## src/rtl/axi_lite_to_axi_bridge.sv

```systemverilog
// AXI4-Lite slave to AXI4 master bridge, one beat per transaction.
// Each of the five channels passes through a 1-entry register slice.
// The AXI4-only fields are tied to constants.
// Optional build macro AXI_LITE_TO_AXI_RESP_CHECK_EN: a B or R beat whose
// id is non-zero, or an R beat with last=0, is returned with resp=SLVERR.
// Handshake rule on every port: a beat moves on a clock edge where valid and
// ready are both 1. Valid never drops and payload never changes until that
// edge. Ready may depend combinationally on the downstream ready.

module axi_lite_to_axi_bridge_slice #(
    parameter int W = 1
) (
    input  logic         clk_i,
    input  logic         rst_i,
    input  logic         in_valid_i,
    output logic         in_ready_o,
    input  logic [W-1:0] in_data_i,
    output logic         out_valid_o,
    input  logic         out_ready_i,
    output logic [W-1:0] out_data_o
);
    logic         full_q, full_d;
    logic [W-1:0] data_q, data_d;

    // A free slot exists when the slice is empty or is draining this cycle.
    // Ready stays low while reset is held.
    assign in_ready_o  = !rst_i && (!full_q || out_ready_i);
    assign out_valid_o = full_q;
    assign out_data_o  = data_q;

    // Next state: a pop clears full, and a push sets it again with new payload.
    always_comb begin
        full_d = full_q;
        data_d = data_q;
        if (full_q && out_ready_i) begin
            full_d = 1'b0;
        end
        if (in_valid_i && in_ready_o) begin
            full_d = 1'b1;
            data_d = in_data_i;
        end
    end

    // Slice state register. Reset drops any buffered beat.
    always_ff @(posedge clk_i) begin
        if (rst_i) begin
            full_q <= 1'b0;
            data_q <= '0;
        end else begin
            full_q <= full_d;
            data_q <= data_d;
        end
    end
endmodule

module axi_lite_to_axi_bridge #(
    parameter int AW = 32,
    parameter int DW = 32,
    parameter int IW = 8,
    parameter int UW = 8
) (
    input  logic            clk_i,
    input  logic            rst_i,
    // AXI4-Lite slave port
    input  logic [AW-1:0]   slv_aw_addr_i,
    input  logic [2:0]      slv_aw_prot_i,
    input  logic [3:0]      slv_aw_cache_i,
    input  logic            slv_aw_valid_i,
    output logic            slv_aw_ready_o,
    input  logic [DW-1:0]   slv_w_data_i,
    input  logic [DW/8-1:0] slv_w_strb_i,
    input  logic            slv_w_valid_i,
    output logic            slv_w_ready_o,
    output logic [1:0]      slv_b_resp_o,
    output logic            slv_b_valid_o,
    input  logic            slv_b_ready_i,
    input  logic [AW-1:0]   slv_ar_addr_i,
    input  logic [2:0]      slv_ar_prot_i,
    input  logic [3:0]      slv_ar_cache_i,
    input  logic            slv_ar_valid_i,
    output logic            slv_ar_ready_o,
    output logic [DW-1:0]   slv_r_data_o,
    output logic [1:0]      slv_r_resp_o,
    output logic            slv_r_valid_o,
    input  logic            slv_r_ready_i,
    // AXI4 master port
    output logic [IW-1:0]   mst_aw_id_o,
    output logic [AW-1:0]   mst_aw_addr_o,
    output logic [7:0]      mst_aw_len_o,
    output logic [2:0]      mst_aw_size_o,
    output logic [1:0]      mst_aw_burst_o,
    output logic            mst_aw_lock_o,
    output logic [3:0]      mst_aw_cache_o,
    output logic [2:0]      mst_aw_prot_o,
    output logic [3:0]      mst_aw_qos_o,
    output logic [3:0]      mst_aw_region_o,
    output logic [5:0]      mst_aw_atop_o,
    output logic [UW-1:0]   mst_aw_user_o,
    output logic            mst_aw_valid_o,
    input  logic            mst_aw_ready_i,
    output logic [DW-1:0]   mst_w_data_o,
    output logic [DW/8-1:0] mst_w_strb_o,
    output logic            mst_w_last_o,
    output logic [UW-1:0]   mst_w_user_o,
    output logic            mst_w_valid_o,
    input  logic            mst_w_ready_i,
    input  logic [IW-1:0]   mst_b_id_i,
    input  logic [1:0]      mst_b_resp_i,
    input  logic [UW-1:0]   mst_b_user_i,
    input  logic            mst_b_valid_i,
    output logic            mst_b_ready_o,
    output logic [IW-1:0]   mst_ar_id_o,
    output logic [AW-1:0]   mst_ar_addr_o,
    output logic [7:0]      mst_ar_len_o,
    output logic [2:0]      mst_ar_size_o,
    output logic [1:0]      mst_ar_burst_o,
    output logic            mst_ar_lock_o,
    output logic [3:0]      mst_ar_cache_o,
    output logic [2:0]      mst_ar_prot_o,
    output logic [3:0]      mst_ar_qos_o,
    output logic [3:0]      mst_ar_region_o,
    output logic [UW-1:0]   mst_ar_user_o,
    output logic            mst_ar_valid_o,
    input  logic            mst_ar_ready_i,
    input  logic [IW-1:0]   mst_r_id_i,
    input  logic [DW-1:0]   mst_r_data_i,
    input  logic [1:0]      mst_r_resp_i,
    input  logic            mst_r_last_i,
    input  logic [UW-1:0]   mst_r_user_i,
    input  logic            mst_r_valid_i,
    output logic            mst_r_ready_o
);
    // Size and burst travel through the payload registers. This makes every
    // data output read 0 after reset and the constant only once a beat loads.
    localparam logic [2:0] BEAT_SIZE = 3'($clog2(DW / 8));
    localparam logic [1:0] BURST_INCR = 2'b01;
    localparam int AXW = AW + 12;
    localparam int WW  = DW + DW / 8 + 1;

    logic [AXW-1:0] aw_in, aw_out, ar_in, ar_out;
    logic [WW-1:0]  w_in, w_out;
    logic [1:0]     b_resp_in;
    logic [DW+1:0]  r_in, r_out;
    logic           unused_fields;

    // Fields this bridge never looks at in the default build.
    assign unused_fields = ^{mst_b_id_i, mst_b_user_i, mst_r_id_i, mst_r_last_i, mst_r_user_i};

    assign aw_in = {slv_aw_addr_i, slv_aw_prot_i, slv_aw_cache_i, BEAT_SIZE, BURST_INCR};
    assign ar_in = {slv_ar_addr_i, slv_ar_prot_i, slv_ar_cache_i, BEAT_SIZE, BURST_INCR};
    assign w_in  = {slv_w_data_i, slv_w_strb_i, 1'b1};

`ifdef AXI_LITE_TO_AXI_RESP_CHECK_EN
    assign b_resp_in = (mst_b_id_i != '0) ? 2'b10 : mst_b_resp_i;
    assign r_in      = {mst_r_data_i,
                        ((mst_r_id_i != '0) || !mst_r_last_i) ? 2'b10 : mst_r_resp_i};
`else
    assign b_resp_in = mst_b_resp_i;
    assign r_in      = {mst_r_data_i, mst_r_resp_i};
`endif

    axi_lite_to_axi_bridge_slice #(.W(AXW)) u_aw (
        .clk_i(clk_i), .rst_i(rst_i),
        .in_valid_i(slv_aw_valid_i), .in_ready_o(slv_aw_ready_o), .in_data_i(aw_in),
        .out_valid_o(mst_aw_valid_o), .out_ready_i(mst_aw_ready_i), .out_data_o(aw_out)
    );

    axi_lite_to_axi_bridge_slice #(.W(WW)) u_w (
        .clk_i(clk_i), .rst_i(rst_i),
        .in_valid_i(slv_w_valid_i), .in_ready_o(slv_w_ready_o), .in_data_i(w_in),
        .out_valid_o(mst_w_valid_o), .out_ready_i(mst_w_ready_i), .out_data_o(w_out)
    );

    axi_lite_to_axi_bridge_slice #(.W(2)) u_b (
        .clk_i(clk_i), .rst_i(rst_i),
        .in_valid_i(mst_b_valid_i), .in_ready_o(mst_b_ready_o), .in_data_i(b_resp_in),
        .out_valid_o(slv_b_valid_o), .out_ready_i(slv_b_ready_i), .out_data_o(slv_b_resp_o)
    );

    axi_lite_to_axi_bridge_slice #(.W(AXW)) u_ar (
        .clk_i(clk_i), .rst_i(rst_i),
        .in_valid_i(slv_ar_valid_i), .in_ready_o(slv_ar_ready_o), .in_data_i(ar_in),
        .out_valid_o(mst_ar_valid_o), .out_ready_i(mst_ar_ready_i), .out_data_o(ar_out)
    );

    axi_lite_to_axi_bridge_slice #(.W(DW + 2)) u_r (
        .clk_i(clk_i), .rst_i(rst_i),
        .in_valid_i(mst_r_valid_i), .in_ready_o(mst_r_ready_o), .in_data_i(r_in),
        .out_valid_o(slv_r_valid_o), .out_ready_i(slv_r_ready_i), .out_data_o(r_out)
    );

    assign {mst_aw_addr_o, mst_aw_prot_o, mst_aw_cache_o, mst_aw_size_o, mst_aw_burst_o} = aw_out;
    assign {mst_ar_addr_o, mst_ar_prot_o, mst_ar_cache_o, mst_ar_size_o, mst_ar_burst_o} = ar_out;
    assign {mst_w_data_o, mst_w_strb_o, mst_w_last_o} = w_out;
    assign {slv_r_data_o, slv_r_resp_o} = r_out;

    // Single-beat, ID-0, unlocked, default-QoS transactions.
    assign mst_aw_id_o     = '0;
    assign mst_aw_len_o    = 8'h00;
    assign mst_aw_lock_o   = 1'b0;
    assign mst_aw_qos_o    = 4'h0;
    assign mst_aw_region_o = 4'h0;
    assign mst_aw_atop_o   = 6'h00;
    assign mst_aw_user_o   = '0;
    assign mst_ar_id_o     = '0;
    assign mst_ar_len_o    = 8'h00;
    assign mst_ar_lock_o   = 1'b0;
    assign mst_ar_qos_o    = 4'h0;
    assign mst_ar_region_o = 4'h0;
    assign mst_ar_user_o   = '0;
    assign mst_w_user_o    = '0;
endmodule

```

## config.mk

```make
export PLATFORM = sky130hd
export DESIGN_NAME = axi_lite_to_axi_bridge
export DESIGN_NICKNAME = d
export VERILOG_FILES = /design/src/rtl/axi_lite_to_axi_bridge.sv
export SDC_FILE = /design/constraint.sdc
export NUM_CORES = 1
export LEC_CHECK = 0
export BUFFER_PORTS_ARGS = -buffer_cell sky130_fd_sc_hd__buf_2
export CAP_MARGIN = 15
export CORE_AREA = 10 10 166 168
export CTS_CLUSTER_DIAMETER = 200
export DETAILED_ROUTE_END_ITERATION = 8
export DIE_AREA = 0 0 176 178
export SKIP_CTS_REPAIR_TIMING = 1
export SYNTH_ARGS = -nofsm -noshare
export SYNTH_HDL_FRONTEND = slang
export SYNTH_HIERARCHICAL = 1
export SYNTH_SLANG_ARGS = --single-unit
```

## constraint.sdc

```tcl
create_clock -name clk_i -period 2.3 [get_ports clk_i]
set_input_delay 0 -clock clk_i [delete_from_list [all_inputs] [get_ports clk_i]]
set_output_delay 0 -clock clk_i [all_outputs]
set_load 0.02 [all_outputs]
```

==> reports/metrics.csv <==
stage,metric,value,unit
critical_path,CP max FO,27,
critical_path,startpoint type of the worst setup path,flip-flop,
synth,Adder-Cell Fraction of Synth Area,0,%
finish,Nets,1479,
synth,top-count cell post-synth,nand2b_1,
global_route,first-pass GRT wire length,33.5,mm
hold_path,worst min-delay path startpoint,slv_b_ready_i,
timing,RSZ-0062 raised after global routing,no,
timing,slew margin rel.,56.9,%
status,outcome,finished clean,
die,Die Wd,176,um
timing,fin crit period,1.45,ns
global_route,largest net degree at the start of global routing,116,
synth,asr flop ratio synth,0,%
timing,clk_skew,0.0133,ns
detailed_routing,vias per cell,4.04,
clock_network,Clock Sinks,166,
global_route,Total GRT Usage,13.2,%
critical_path,required time of the critical path,2.64,ns
power_and_ir_drop,maximum vdd ir drop,0.343,mV
critical_path,R2R cell count,4,
synth,top cell type's share of synthesized area,40.4,%
synth,Yosys warning count,6,
synth,"Primary FF master, synth",dfxtp_1,
finish,area delta synth->final,44.3,%
clock_network,worst skew pair latency,0.42,ns
clock_network,clock-pin slew on the worst setup and hold paths,0.07,ns
finish,share of cells above drive strength 1,29.4,%
synth,register bit total from synthesis,166,
synth,complex-gate fraction of the synthesized area,0,%
die,# rows,57,
timing,Max Clock Freq,689,MHz
synth,Syn Std Cell Area,8230,um^2
clock_network,Root Driver,clkbuf_16,
die,Die Area,31300,um^2
synth,Post-Synth XOR/XNOR Area,0,%
critical_path,critical path startpoint,u_w/out_valid_o,
timing,Final Cycle Share,63.1,%
critical_path,r2r startpoint,u_w/out_valid_o,
die,Vert. Die Dim,178,um
place,PortBufs,332,
synth,most frequent cells after synthesis,"nand2b_1, dfxtp_1, mux2i_1",
die,Initial Utilization,34.2,%
synth,synth top area cells,"dfxtp_1, nand2b_1, mux2i_1",
synth,Netlist cell types,12,
hold_path,min-delay worst type,in -> reg,
detailed_routing,Pre-antenna DRT Iters,4,
clock_network,clock tree buffer depth,2,
synth,multiplexer area fraction after synthesis,19.6,%
place,GPL Wtd Cong,0.761,
timing,Final setup viols,0,
finish,Finished Cell Area,11900,um^2
timing,Hold Slack,0.0184,ns
critical_path,flop-to-flop setup slack,0.85,ns
detailed_routing,1st-iter DRT viols,222,
critical_path,CP Capture Type,flip-flop,
clock_network,clock tree from TritonCTS,yes,
critical_path,Setup crit end,u_w/out_data_o[15],
die,core area,24100,um^2
clock_network,H-tree Lvls,4,
place,placed cell area,9680,um^2
critical_path,crit path DAT,1.79,ns
timing,Slew Limit Fails,0,
synth,main combinational cell family by area after synthesis,simple AND/OR/NAND/NOR gates,
synth,syn_area_per_cell,10.2,um^2
synth,top cell type by total area after synthesis,dfxtp_1,
synth,"EDFF count, synth",0,
detailed_routing,drt wl/cell,14.8,um
timing,Slew @ Worst Pin,0.646,ns
synth,sequential fraction of the synthesis area,40.4,%
place,post-DP HPWL,16.6,mm
finish,Finished Layout Cells,1623,
power_and_ir_drop,PD cells,640,nW/um^2
detailed_routing,DRC violations left,0,
power_and_ir_drop,Pleak,5.75,nW
synth,simple logic cell fraction of the synthesized area,26.8,%
critical_path,Crit Path Class,reg -> reg,
global_route,number of global-route vias before repair,6055,
global_route,initial antenna violation count,2,
finish,final core occ,49.3,%
timing,setup tns final,0,ns
detailed_routing,post-route antenna net violation count,0,
place,# placed instances,1429,
die,I/O Pins,446,
critical_path,worst reg2reg endpoint,u_w/out_data_o[15],
global_route,Overflow after GRT,0,
synth,post-synthesis cell count,809,
detailed_routing,via count,6560,
clock_network,cts bufs inserted,17,
run,number of max-cap violations,0,
detailed_routing,WL final,24.1,mm
timing,Final Hold Viols,0,
finish,Filler Cells Inserted,2210,
kinds of logic after synthesis:
| kind of cell | after synthesis |
|---|---|
| buf+inv | 133 |
| other cells | 2 |
| flops | 166 |
| mux | 161 |
| simple gates | 347 |
cell usage in the layout, fill, tap and decap left out, drive strengths merged:
cell type    count
dlygate4sd3    160
clkbuf          18
mux2i          161
bufinv           1
nand2b         322
conb            91
clkinvlp         2
diode            2
buf            340
nor2            15
inv              7
nor2b           10
dfxtp          166
clkinv           4
through the flow:
| step | setup slack [ns] | power [mW] |
|---|---|---|
| floorplan | 1.11 | 4.26 |
| global placement | 0.915 | 4.54 |
| detailed placement | 0.866 | 4.55 |
| CTS | 0.844 | 7.49 |
| global route | 0.778 | 7.96 |
| finish | 0.848 | 7.60 |
layout make-up:
cell class                 count  area [um^2]  share of cell area, %
antenna                        2         5.00                 0.0421
clock buffer                  18          429                   3.61
clock inverter                14          164                   1.38
multi-input combinational    599         4160                   35.0
sequential                   166         3320                   28.0
tap                          324          405                   3.41
timing repair buffer         500         3390                   28.6
worst min path at each step:
stage | to | slack, ns | cells past startpoint
after floorplan | u_b/out_valid_o | 0.07 | 1
after global placement | u_b/out_valid_o | 0.23 | 3
after detailed placement | u_r/out_valid_o | 0.23 | 3
after CTS | u_r/out_valid_o | -0.23 | 3
after global routing | u_b/out_data_o[0] | 0.02 | 4
final | u_b/out_data_o[0] | 0.02 | 4
power breakdown:
| group | switching (mW) | total [mW] | internal [mW] |
|---|---|---|---|
| Sequential | 0.0922 | 3.16 | 3.07 |
| Clock | 1.34 | 2.89 | 1.55 |
| Combinational | 0.841 | 1.55 | 0.711 |
critical path, stage by stage, from the launching register on:
cell     delay, ns
dfxtp_1       0.31
nor2b_4       0.13
nor2b_4       0.40
buf_12        0.28
mux2i_1       0.22
metal layers:
metal / up-vias / wire [um] / GRT usage, % / share of wire [%]
li1: 3343 / - / - / -
met1: 2938 / 9380 / 14.0 / 39
met4: 0 / 524 / 4.49 / 2.2
met3: 33 / 2260 / 6.79 / 9.4
met5: - / 0 / 0 / 0
met2: 246 / 11900 / 22.5 / 50
state kept, by name (all words and copies together), names as in the netlist, 2 cells and up:
name and flops:
u_aw/out_data_o 44, u_ar/out_data_o 44, u_w/out_data_o 37, u_r/out_data_o 34, u_b/out_data_o 2
(Power assumes the default switching activity.)
